`config.mk`:
```
export PLATFORM = sky130hd
export DESIGN_NAME = cog_loader
export DESIGN_NICKNAME = d
export VERILOG_FILES = /design/src/rtl/cog_loader.sv
export SDC_FILE = /design/constraint.sdc
export NUM_CORES = 1
export LEC_CHECK = 0
export ABC_AREA = 1
export CORE_MARGIN = 2
export CORE_UTILIZATION = 50
export CTS_BUF_LIST = sky130_fd_sc_hd__clkbuf_16
export CTS_CLUSTER_SIZE = 14
export DETAILED_ROUTE_END_ITERATION = 10
export PLACE_DENSITY = 0.87
export SYNTH_ARGS = -nofsm -noshare
export SYNTH_HDL_FRONTEND = slang
export SYNTH_SLANG_ARGS = --single-unit
```
`constraint.sdc`:
```
create_clock -name clk -period 3.1 [get_ports clk]
set_clock_uncertainty 0.05 [all_clocks]
set_input_delay 0.62 -clock clk [delete_from_list [all_inputs] [get_ports clk]]
set_output_delay 0.62 -clock clk [all_outputs]
set_load 0.05 [all_outputs]
```
`src/rtl/cog_loader.sv`:
```
// Cog RAM loader: copies COUNT consecutive hub longs into cog RAM port B
// at addresses 0..COUNT-1 over a req/ack hub handshake, then pulses done.
module cog_loader #(
  parameter int unsigned COUNT = 496,
  parameter int unsigned HAW   = 14
) (
  input  logic           clk,
  input  logic           nres,
  input  logic           start,
  input  logic           abort,
  input  logic [HAW-1:0] ptr,
  output logic           busy,
  output logic           done,
  output logic           hub_req,
  output logic [HAW-1:0] hub_addr,
  input  logic           hub_ack,
  input  logic [31:0]    hub_data,
  output logic           ram_ena,
  output logic           ram_w,
  output logic [8:0]     ram_a,
  output logic [31:0]    ram_d
);

  localparam int unsigned   IAW      = 9;
  localparam logic [IAW-1:0] LAST_IDX = IAW'(COUNT - 1);

  typedef enum logic [1:0] {
    S_IDLE  = 2'd0,
    S_REQ   = 2'd1,
    S_WRITE = 2'd2
  } state_e;

  state_e         r_state, w_state_nxt;
  logic [HAW-1:0] r_base, w_base_nxt;
  logic [IAW-1:0] r_idx, w_idx_nxt;
  logic           r_busy, w_busy_nxt;
  logic           r_done, w_done_nxt;
  logic           r_hub_req, w_hub_req_nxt;
  logic [HAW-1:0] r_hub_addr, w_hub_addr_nxt;
  logic           r_ram_ena, w_ram_ena_nxt;
  logic           r_ram_w, w_ram_w_nxt;
  logic [IAW-1:0] r_ram_a, w_ram_a_nxt;
  logic [31:0]    r_ram_d, w_ram_d_nxt;

  logic [IAW-1:0] w_idx_inc;
  logic           w_last;

  assign w_idx_inc = r_idx + IAW'(1);
  assign w_last    = (r_idx == LAST_IDX);

  // State and registered outputs
  always_ff @(posedge clk or negedge nres) begin
    if (!nres) begin
      r_state    <= S_IDLE;
      r_base     <= '0;
      r_idx      <= '0;
      r_busy     <= 1'b0;
      r_done     <= 1'b0;
      r_hub_req  <= 1'b0;
      r_hub_addr <= '0;
      r_ram_ena  <= 1'b0;
      r_ram_w    <= 1'b0;
      r_ram_a    <= '0;
      r_ram_d    <= '0;
    end else begin
      r_state    <= w_state_nxt;
      r_base     <= w_base_nxt;
      r_idx      <= w_idx_nxt;
      r_busy     <= w_busy_nxt;
      r_done     <= w_done_nxt;
      r_hub_req  <= w_hub_req_nxt;
      r_hub_addr <= w_hub_addr_nxt;
      r_ram_ena  <= w_ram_ena_nxt;
      r_ram_w    <= w_ram_w_nxt;
      r_ram_a    <= w_ram_a_nxt;
      r_ram_d    <= w_ram_d_nxt;
    end
  end

  // Next-state logic
  always_comb begin
    w_state_nxt = r_state;
    case (r_state)
      S_IDLE:  if (start && !abort) w_state_nxt = S_REQ;
      S_REQ: begin
        if (abort)        w_state_nxt = S_IDLE;
        else if (hub_ack) w_state_nxt = S_WRITE;
      end
      S_WRITE: begin
        if (abort || w_last) w_state_nxt = S_IDLE;
        else                 w_state_nxt = S_REQ;
      end
      default: w_state_nxt = S_IDLE;
    endcase
  end

  // Next values of datapath and outputs; RAM strobes and done are one-cycle
  always_comb begin
    w_base_nxt     = r_base;
    w_idx_nxt      = r_idx;
    w_busy_nxt     = r_busy;
    w_done_nxt     = 1'b0;
    w_hub_req_nxt  = r_hub_req;
    w_hub_addr_nxt = r_hub_addr;
    w_ram_ena_nxt  = 1'b0;
    w_ram_w_nxt    = 1'b0;
    w_ram_a_nxt    = r_ram_a;
    w_ram_d_nxt    = r_ram_d;
    case (r_state)
      S_IDLE: begin
        if (start && !abort) begin
          w_base_nxt     = ptr;
          w_idx_nxt      = '0;
          w_hub_req_nxt  = 1'b1;
          w_hub_addr_nxt = ptr;
          w_busy_nxt     = 1'b1;
        end
      end
      S_REQ: begin
        if (abort) begin
          w_hub_req_nxt  = 1'b0;
          w_hub_addr_nxt = '0;
          w_busy_nxt     = 1'b0;
          w_ram_a_nxt    = '0;
          w_ram_d_nxt    = '0;
        end else if (hub_ack) begin
          w_hub_req_nxt = 1'b0;
          w_ram_ena_nxt = 1'b1;
          w_ram_w_nxt   = 1'b1;
          w_ram_a_nxt   = r_idx;
          w_ram_d_nxt   = hub_data;
        end
      end
      S_WRITE: begin
        if (abort) begin
          w_busy_nxt     = 1'b0;
          w_hub_req_nxt  = 1'b0;
          w_hub_addr_nxt = '0;
          w_ram_a_nxt    = '0;
          w_ram_d_nxt    = '0;
        end else if (w_last) begin
          w_busy_nxt = 1'b0;
          w_done_nxt = 1'b1;
        end else begin
          w_idx_nxt      = w_idx_inc;
          w_hub_addr_nxt = r_base + HAW'(w_idx_inc);
          w_hub_req_nxt  = 1'b1;
        end
      end
      default: ;
    endcase
  end

  assign busy     = r_busy;
  assign done     = r_done;
  assign hub_req  = r_hub_req;
  assign hub_addr = r_hub_addr;
  assign ram_ena  = r_ram_ena;
  assign ram_w    = r_ram_w;
  assign ram_a    = r_ram_a;
  assign ram_d    = r_ram_d;

endmodule

```
==> results_tabular.tex, run 1 <==
\begin{tabular}{lr}
\hline
Metric & Value \\
\hline
\multicolumn{2}{l}{\textbf{Outcome}} \\
Run status & finished clean \\
\multicolumn{2}{l}{\textbf{Critical path}} \\
Most used cell along the critical path & sky130\_fd\_sc\_hd\_\_nand2\_1 \\
Crit end category & flop \\
Register-to-register path setup slack & 0.42 ns \\
Number of cells on the worst reg-to-reg path & 13 \\
Max stage delay on crit path & 0.40 ns \\
Required time of the worst setup path & 3.31 ns \\
Crit path max fanout & 6 \\
CP delay by family, top & simple AND/OR/NAND/NOR gates \\
Buffers and inverters on the worst path & 1 \\
Setup crit start kind & flop \\
Category of the most critical setup path & reg -> reg \\
Beginning of the worst register-to-register path & r\_idx[0]\$\_DFFE\_PN0P\_ \\
Endpoint of the lowest-slack register-to-register path & hub\_addr[13]\$\_DFFE\_PN0P\_ \\
Data arrival, critical path & 2.89 ns \\
Cell-by-cell trace of the critical path & ha\_1, nand3\_2, nor3\_1, nand2\_1, xor2\_1, ha\_1, nand2\_1, inv\_1, a21oi\_1, nand3\_1, nand2\_1, nand3\_1, a21oi\_1 \\
Max stage delay cell, worst path & sky130\_fd\_sc\_hd\_\_dfrtp\_1 \\
\multicolumn{2}{l}{\textbf{Layout}} \\
Number of inserted diodes & 0 \\
Layout cell share with drive strength beyond 1 & 10.00\% \\
Total Nets Final & 711 \\
Most common library cell in the layout ignoring fill and taps & sky130\_fd\_sc\_hd\_\_clkdlybuf4s50\_1 \\
Highest-count cells in the layout ignoring fill and taps & 109 x sky130\_fd\_sc\_hd\_\_clkdlybuf4s50\_1, 97 x sky130\_fd\_sc\_hd\_\_inv\_1, 92 x sky130\_fd\_sc\_hd\_\_nand2\_1, 84 x sky130\_fd\_sc\_hd\_\_dfrtp\_1, 66 x sky130\_fd\_sc\_hd\_\_nand3\_1 \\
Synth-to-layout area growth & 30.96\% \\
Final instance area & 0.005901 sq mm \\
\multicolumn{2}{l}{\textbf{Die}} \\
Vert. Die Dim & 98.93 um \\
IO Count & 111 \\
Placeable core region & 0.008721 sq mm \\
Effective utilization at floorplan & 51.66\% \\
Number of cell rows & 34 \\
Horizontal die dimension & 98.93 um \\
Floorplan die area & 0.009786 sq mm \\
\multicolumn{2}{l}{\textbf{Detailed routing}} \\
Detailed-router iteration count before antenna repair & 4 \\
Wirelength, routed & 11140 um \\
Drt wl/cell & 14.69 um \\
Number of nets with antenna violations after routing & 0 \\
Count of vias placed by the detailed router & 3879 \\
Post-DR vias/cell & 5.117 \\
Initial drt markers & 160 \\
DRC errors left & 0 \\
\multicolumn{2}{l}{\textbf{Synthesis}} \\
EDFF count, synth & 0 \\
Proportion of synthesized chip area in sequential cells & 46.65\% \\
Synth Register Bits & 84 \\
Yosys warning total & 0 \\
Share of synthesized registers carrying an async set or reset & 100.0\% \\
Mean area per synthesized cell & 8.344 sq um \\
Number of instances in the synthesized netlist & 540 \\
Commonest register cell after synthesis & sky130\_fd\_sc\_hd\_\_dfrtp\_1 \\
Post-synthesis net count & 606 \\
Synthesized cell area & 0.004506 sq mm \\
Yosys cell types & 35 \\
\multicolumn{2}{l}{\textbf{Timing}} \\
Maximum clock frequency & 0.3734 GHz \\
Max-slew violation count & 0 \\
Hold Fails Final Rpt & 0 \\
Relative slew slack & 31.15\% \\
Final count of negative-setup-slack endpoints & 0 \\
RSZ-0062 raised after global routing & false \\
Slew @ Worst Pin & 1.033 ns \\
Setup TNS after final layout & 0 ns \\
Final critical delay including setup and external delays & 2.678 ns \\
Post-Route Hold Slack & 0.4077 ns \\
Tcrit/Tclk final & 86.39\% \\
\multicolumn{2}{l}{\textbf{Power and ir drop}} \\
Switching pwr & 0.003270 W \\
Proportion of power drawn by combinational gates & 56.8\% \\
Sw frac & 49.81\% \\
Cell-internal power & 0.003295 W \\
Clock group share of total power & 15.6\% \\
Max rail drop VDD & 0.6790 mV \\
Power density over the cells & 1113 mW/mm\^{}2 \\
Leakage power summed over all cells & 2.728 nW \\
Seq pwr share & 27.5\% \\
\multicolumn{2}{l}{\textbf{CTS}} \\
Clock transition at path regs & 0.07 ns \\
Maximum buffer depth of the clock tree & 2 \\
CTS tree & built \\
Clock latency of the later-clocked register in the worst-skew pair & 0.34 ns \\
Number of clock sinks & 84 \\
Number of clock buffers inserted by TritonCTS & 9 \\
Buffer type at the clock tree root & sky130\_fd\_sc\_hd\_\_clkbuf\_16 \\
Buffers inserted by post-CTS timing repair & 0 \\
Number of H-tree levels & 3 \\
Resized cells post-CTS & 0 \\
Cts-stage hold buffer count & 0 \\
\multicolumn{2}{l}{\textbf{GRT}} \\
Number of antenna violations at the first check in global routing & 0 \\
Pin count of the biggest net entering global routing & 85 \\
Number of global-route vias before repair & 3884 \\
Grt ovf & 0 \\
Wire length of the first global-routing pass & 18280 um \\
Aggregate global-route resource usage & 23.20\% \\
\multicolumn{2}{l}{\textbf{Placement}} \\
DP Area & 0.005618 sq mm \\
Placed wire-length estimate after detailed placement & 8203 um \\
Number of buffer cells added on primary ports & 110 \\
Final weighted congestion in routability-driven placement & 0.9796 \\
\multicolumn{2}{l}{\textbf{Worst hold path}} \\
Hold WC Path Type & in -> async \\
\multicolumn{2}{l}{\textbf{Run}} \\
Max Cap Violations & 0 \\
\hline
\end{tabular}
## area by class of cell
class,count,area (sq um)
timing repair buffer,113,1134
sequential,84,2102
clock inverter,7,57.56
fill,699,2820
multi-input combinational,336,1866
tap,108,135.1
inverter,101,381.6
clock buffer,9,225.2
## flip-flops by register name, indices dropped and copies added, names as in the netlist, 2 cells and up
signal,flops
r_state,2
ram_a,9
r_base,14
r_idx,9
ram_d,32
hub_addr,14
## cells in the mapped netlist (2+ instances only)
cell                       number  area (sq um)
sky130_fd_sc_hd__dfrtp_1       84          2102
sky130_fd_sc_hd__xor2_1         7         61.31
sky130_fd_sc_hd__inv_1         97         364.1
sky130_fd_sc_hd__a31oi_1        2         12.51
sky130_fd_sc_hd__inv_2          3         11.26
sky130_fd_sc_hd__o21ai_1       46         230.2
sky130_fd_sc_hd__a21oi_1       20         100.1
sky130_fd_sc_hd__mux2_2         7         78.83
sky130_fd_sc_hd__a21oi_2       14         122.6
sky130_fd_sc_hd__nand3_1       66         330.3
sky130_fd_sc_hd__o22ai_1        4         25.02
sky130_fd_sc_hd__buf_6         11         123.9
sky130_fd_sc_hd__nor2_2        10         62.56
sky130_fd_sc_hd__nand2_1       92         345.3
sky130_fd_sc_hd__o21ai_0       10         50.05
sky130_fd_sc_hd__ha_1          14         175.2
sky130_fd_sc_hd__buf_2          2         10.01
sky130_fd_sc_hd__clkbuf_1       5         18.77
sky130_fd_sc_hd__nand4_1        4         25.02
sky130_fd_sc_hd__nor2_1        27         101.4
## stage by stage
step,cells,setup WS (ns),utilization [%],power (W)
4_1_cts,758,0.4223,67.66,0.006605
5_1_grt,758,0.1198,67.66,0.006951
3_5_place_dp,742,0.4577,64.42,0.005547
2_1_floorplan,540,0.8155,-,0.004567
6_report,758,0.4218,67.66,0.006565
3_3_place_gp,742,0.5700,64.42,0.005450
## worst max path at each step
stage	startpoint	slack, ns	cells past startpoint	endpoint
finish	r_idx[0]$_DFFE_PN0P_	0.42	13	hub_addr[13]$_DFFE_PN0P_
global route	r_idx[0]$_DFFE_PN0P_	0.12	13	hub_addr[13]$_DFFE_PN0P_
CTS	r_idx[0]$_DFFE_PN0P_	0.42	13	hub_addr[13]$_DFFE_PN0P_
detailed placement	r_idx[1]$_DFFE_PN0P_	0.46	13	hub_addr[13]$_DFFE_PN0P_
global placement	r_idx[1]$_DFFE_PN0P_	0.57	13	hub_addr[9]$_DFFE_PN0P_
floorplan	r_idx[0]$_DFFE_PN0P_	0.82	13	hub_addr[9]$_DFFE_PN0P_
## logic make-up after synthesis
| kind of cell | Yosys count | synth area share [%] |
|---|---|---|
| buf+inv | 120 | 12.02 |
| fa+ha+maj | 15 | 4.332 |
| xor+xnor | 7 | 1.361 |
| compound gates | 98 | 12.44 |
| flops | 84 | 46.65 |
| simple gates | 209 | 21.44 |
| mux | 7 | 1.750 |
## worst reg2reg max path, cell delays in order (launching register included)
cell and delay [ns]:
sky130_fd_sc_hd__dfrtp_1 0.40, sky130_fd_sc_hd__ha_1 0.22, sky130_fd_sc_hd__nand3_2 0.12, sky130_fd_sc_hd__nor3_1 0.27
sky130_fd_sc_hd__nand2_1 0.11, sky130_fd_sc_hd__xor2_1 0.24, sky130_fd_sc_hd__ha_1 0.34, sky130_fd_sc_hd__nand2_1 0.14
sky130_fd_sc_hd__inv_1 0.05, sky130_fd_sc_hd__a21oi_1 0.24, sky130_fd_sc_hd__nand3_1 0.15, sky130_fd_sc_hd__nand2_1 0.08
sky130_fd_sc_hd__nand3_1 0.07, sky130_fd_sc_hd__a21oi_1 0.14
## power by group through the flow
stage / registers (W) / logic, W / clock network, W
6_report: 0.00181 / 0.00373 / 0.00103
5_1_grt: 0.00185 / 0.00401 / 0.00109
4_1_cts: 0.00180 / 0.00376 / 0.00104
3_5_place_dp: 0.00182 / 0.00373 / 0
3_3_place_gp: 0.00180 / 0.00365 / 0
2_1_floorplan: 0.00286 / 0.00171 / 0
## layer usage
layer  global-route usage [%]  vias to the layer above  share of wire (%)
met5                        0                        -                  0
met4                    6.006                        0                1.4
met3                    4.965                       15                5.9
met2                    40.85                      121                 50
met1                    29.04                     1797                 43
li1                         -                     1946                  -
Note: power is estimated with default switching activity, not from simulation.
==> inputs of run 2 (changes only) <==
- CELL_PAD_IN_SITES_DETAIL_PLACEMENT: not set -> 1
- CELL_PAD_IN_SITES_GLOBAL_PLACEMENT: not set -> 1
- CORE_UTILIZATION: 50 -> 36
- PLACE_DENSITY: 0.87 -> 0.85
==> run 2 against run 1 <==
  * Worst setup slack got worse by 0.012 ns
  * Cell area increased by 1.3%
  * Routed wire length increased by 22%
  * Combinational power increased by 3%
  * Final cell count increased by 8.2%
  * Global-route usage decreased by 1.8 points
  * Hold slack improved by 0.0069 ns
  * First-iteration DRC count increased by 10%
  * Largest power group unchanged
==> results_tabular.tex, run 2 (synthesis gave the netlist of run 1 again) <==
\begin{tabular}{lr}
\hline
Metric & Value \\
\hline
\multicolumn{2}{l}{\textbf{Outcome}} \\
Run status & finished clean \\
\multicolumn{2}{l}{\textbf{CTS}} \\
CTS tree & built \\
Cts-stage hold buffer count & 0 \\
Number of clock sinks & 84 \\
Clock latency of the later-clocked register in the worst-skew pair & 0.35 ns \\
Number of H-tree levels & 3 \\
Number of clock buffers inserted by TritonCTS & 9 \\
Maximum buffer depth of the clock tree & 2 \\
Buffer type at the clock tree root & sky130\_fd\_sc\_hd\_\_clkbuf\_16 \\
Clock transition at path regs & 0.07 ns \\
Buffers inserted by post-CTS timing repair & 0 \\
\multicolumn{2}{l}{\textbf{Layout}} \\
Total Nets Final & 713 \\
\# fillers & 1452 \\
Number of inserted diodes & 0 \\
Synth-to-layout area growth & 32.71\% \\
Final Non-Filler Cells & 820 \\
Number of flip-flops in the largest register & 32 \\
Layout cell share with drive strength beyond 1 & 9.969\% \\
Highest-count cells in the layout ignoring fill and taps & 109 x sky130\_fd\_sc\_hd\_\_clkdlybuf4s50\_1, 98 x sky130\_fd\_sc\_hd\_\_inv\_1, 92 x sky130\_fd\_sc\_hd\_\_nand2\_1, 84 x sky130\_fd\_sc\_hd\_\_dfrtp\_1, 66 x sky130\_fd\_sc\_hd\_\_nand3\_1 \\
Most common library cell in the layout ignoring fill and taps & sky130\_fd\_sc\_hd\_\_clkdlybuf4s50\_1 \\
\multicolumn{2}{l}{\textbf{Timing}} \\
Setup TNS after final layout & 0 ns \\
Hold Fails Final Rpt & 0 \\
Final critical delay including setup and external delays & 2.690 ns \\
Maximum clock frequency & 0.3717 GHz \\
Tcrit/Tclk final & 86.79\% \\
Final count of negative-setup-slack endpoints & 0 \\
RSZ-0062 raised after global routing & false \\
Slew @ Worst Pin & 1.076 ns \\
Post-layout worst setup margin & 0.4095 ns \\
Relative slew slack & 28.27\% \\
Max-slew violation count & 0 \\
\multicolumn{2}{l}{\textbf{GRT}} \\
Number of antenna violations at the first check in global routing & 0 \\
Grt ovf & 0 \\
Number of global-route vias before repair & 4330 \\
Pin count of the biggest net entering global routing & 85 \\
Wire length of the first global-routing pass & 22140 um \\
Aggregate global-route resource usage & 21.37\% \\
\multicolumn{2}{l}{\textbf{Critical path}} \\
Beginning of the worst register-to-register path & r\_idx[0]\$\_DFFE\_PN0P\_ \\
Crit path max fanout & 6 \\
Crit path from & r\_idx[0]\$\_DFFE\_PN0P\_ \\
Required time of the worst setup path & 3.31 ns \\
Most used cell along the critical path & sky130\_fd\_sc\_hd\_\_nand2\_1 \\
Cell-by-cell trace of the critical path & ha\_1, nand3\_2, nor3\_1, nand2\_1, xor2\_1, ha\_1, nand2\_1, inv\_1, a21oi\_2, nand3\_1, nand2\_1, nand3\_1, a21oi\_1 \\
Data arrival, critical path & 2.90 ns \\
Category of the most critical setup path & reg -> reg \\
Setup crit start kind & flop \\
Max stage delay on crit path & 0.41 ns \\
Max stage delay cell, worst path & sky130\_fd\_sc\_hd\_\_dfrtp\_1 \\
Crit end category & flop \\
\multicolumn{2}{l}{\textbf{Placement}} \\
Final weighted congestion in routability-driven placement & 0.9070 \\
Post-Place Setup Slack & 0.4128 ns \\
Number of buffer cells added on primary ports & 110 \\
\# placed instances & 804 \\
Placed wire-length estimate after detailed placement & 10190 um \\
\multicolumn{2}{l}{\textbf{Detailed routing}} \\
Post-DR vias/cell & 4.959 \\
Wirelength, routed & 13600 um \\
DRC errors left & 0 \\
Number of nets with antenna violations after routing & 0 \\
Count of vias placed by the detailed router & 4066 \\
Drt wl/cell & 16.58 um \\
Initial drt markers & 176 \\
Detailed-router iteration count before antenna repair & 4 \\
\multicolumn{2}{l}{\textbf{Die}} \\
Floorplan die area & 0.01343 sq mm \\
Effective utilization at floorplan & 37.20\% \\
Placeable core region & 0.01211 sq mm \\
Number of cell rows & 40 \\
Horizontal die dimension & 115.9 um \\
Vert. Die Dim & 115.9 um \\
IO Count & 111 \\
\multicolumn{2}{l}{\textbf{Power and ir drop}} \\
Leakage power summed over all cells & 2.740 nW \\
Max rail drop VDD & 0.5122 mV \\
Power density over the cells & 1113 mW/mm\^{}2 \\
\multicolumn{2}{l}{\textbf{Worst hold path}} \\
Hold WC Path Type & in -> async \\
\multicolumn{2}{l}{\textbf{Run}} \\
Max Cap Violations & 0 \\
\hline
\end{tabular}
-- run 2: final cells by class --
class / count / area [sq um] / area share (%)
clock buffers: 9 / 225.2 / 3.766
clock inverters: 7 / 42.54 / 0.7114
inverters: 101 / 381.6 / 6.382
multi-input cells: 336 / 1869 / 31.26
flip-flops and latches: 84 / 2102 / 35.15
well taps: 168 / 210.2 / 3.515
repair buffers: 115 / 1149 / 19.21
-- run 2: critical path: cells and delay by family, from the launching register on --
| family | cells | cell delay [ns] |
|---|---|---|
| AO/OA/AOI/OAI | 2 | 0.36 |
| XOR/XNOR | 1 | 0.22 |
| adder cells (fa/ha/maj) | 2 | 0.55 |
| flip-flops | 1 | 0.41 |
| buffers and inverters | 1 | 0.08 |
| AND/OR/NAND/NOR | 7 | 0.91 |
-- run 2: final timing paths --
kind,endpoint,depth (start not counted),slack [ns]
max reg2reg,hub_addr[13]$_DFFE_PN0P_,13,0.41
min,r_idx[3]$_DFFE_PN0P_,1,0.41
max,hub_addr[13]$_DFFE_PN0P_,13,0.41
min in group clk,hub_addr[4]$_DFFE_PN0P_,2,0.45
max in group asynchronous,hub_addr[4]$_DFFE_PN0P_,1,1.89
min reg2reg,hub_addr[4]$_DFFE_PN0P_,2,0.45
-- run 2: power by group --
group | switching (W) | internal (W) | leakage, nW
Combinational | 0.00261 | 0.00122 | 1.53
Clock | 0.000462 | 0.000539 | 0.136
Sequential | 0.000288 | 0.00153 | 1.08
-- run 2: what timing repair did --
item,4_1_cts,5_1_grt
endpoints found under the hold margin,0,0
resized for setup,0,1
setup endpoints to repair,0,1
-- run 2: routing by layer --
metal  track usage (%)  routed length, um  up-vias
met4             5.952                223        0
li1                  -                  -     1947
met3             5.282                636       18
met5                 0                  0        -
met2             37.12               6720      107
met1             26.52               6017     1994
-- run 2: stage by stage --
stage               util [%]  hold WS, ns  area, sq um  total power [W]
floorplan                  -       0.2744         4506         0.004567
global placement       47.13       0.4272         5708         0.005525
detailed placement     47.13       0.4310         5708         0.005671
CTS                    49.34       0.4470         5976         0.006710
global route           49.37       0.4745         5979         0.007072
finish                 49.37       0.4146         5979         0.006654
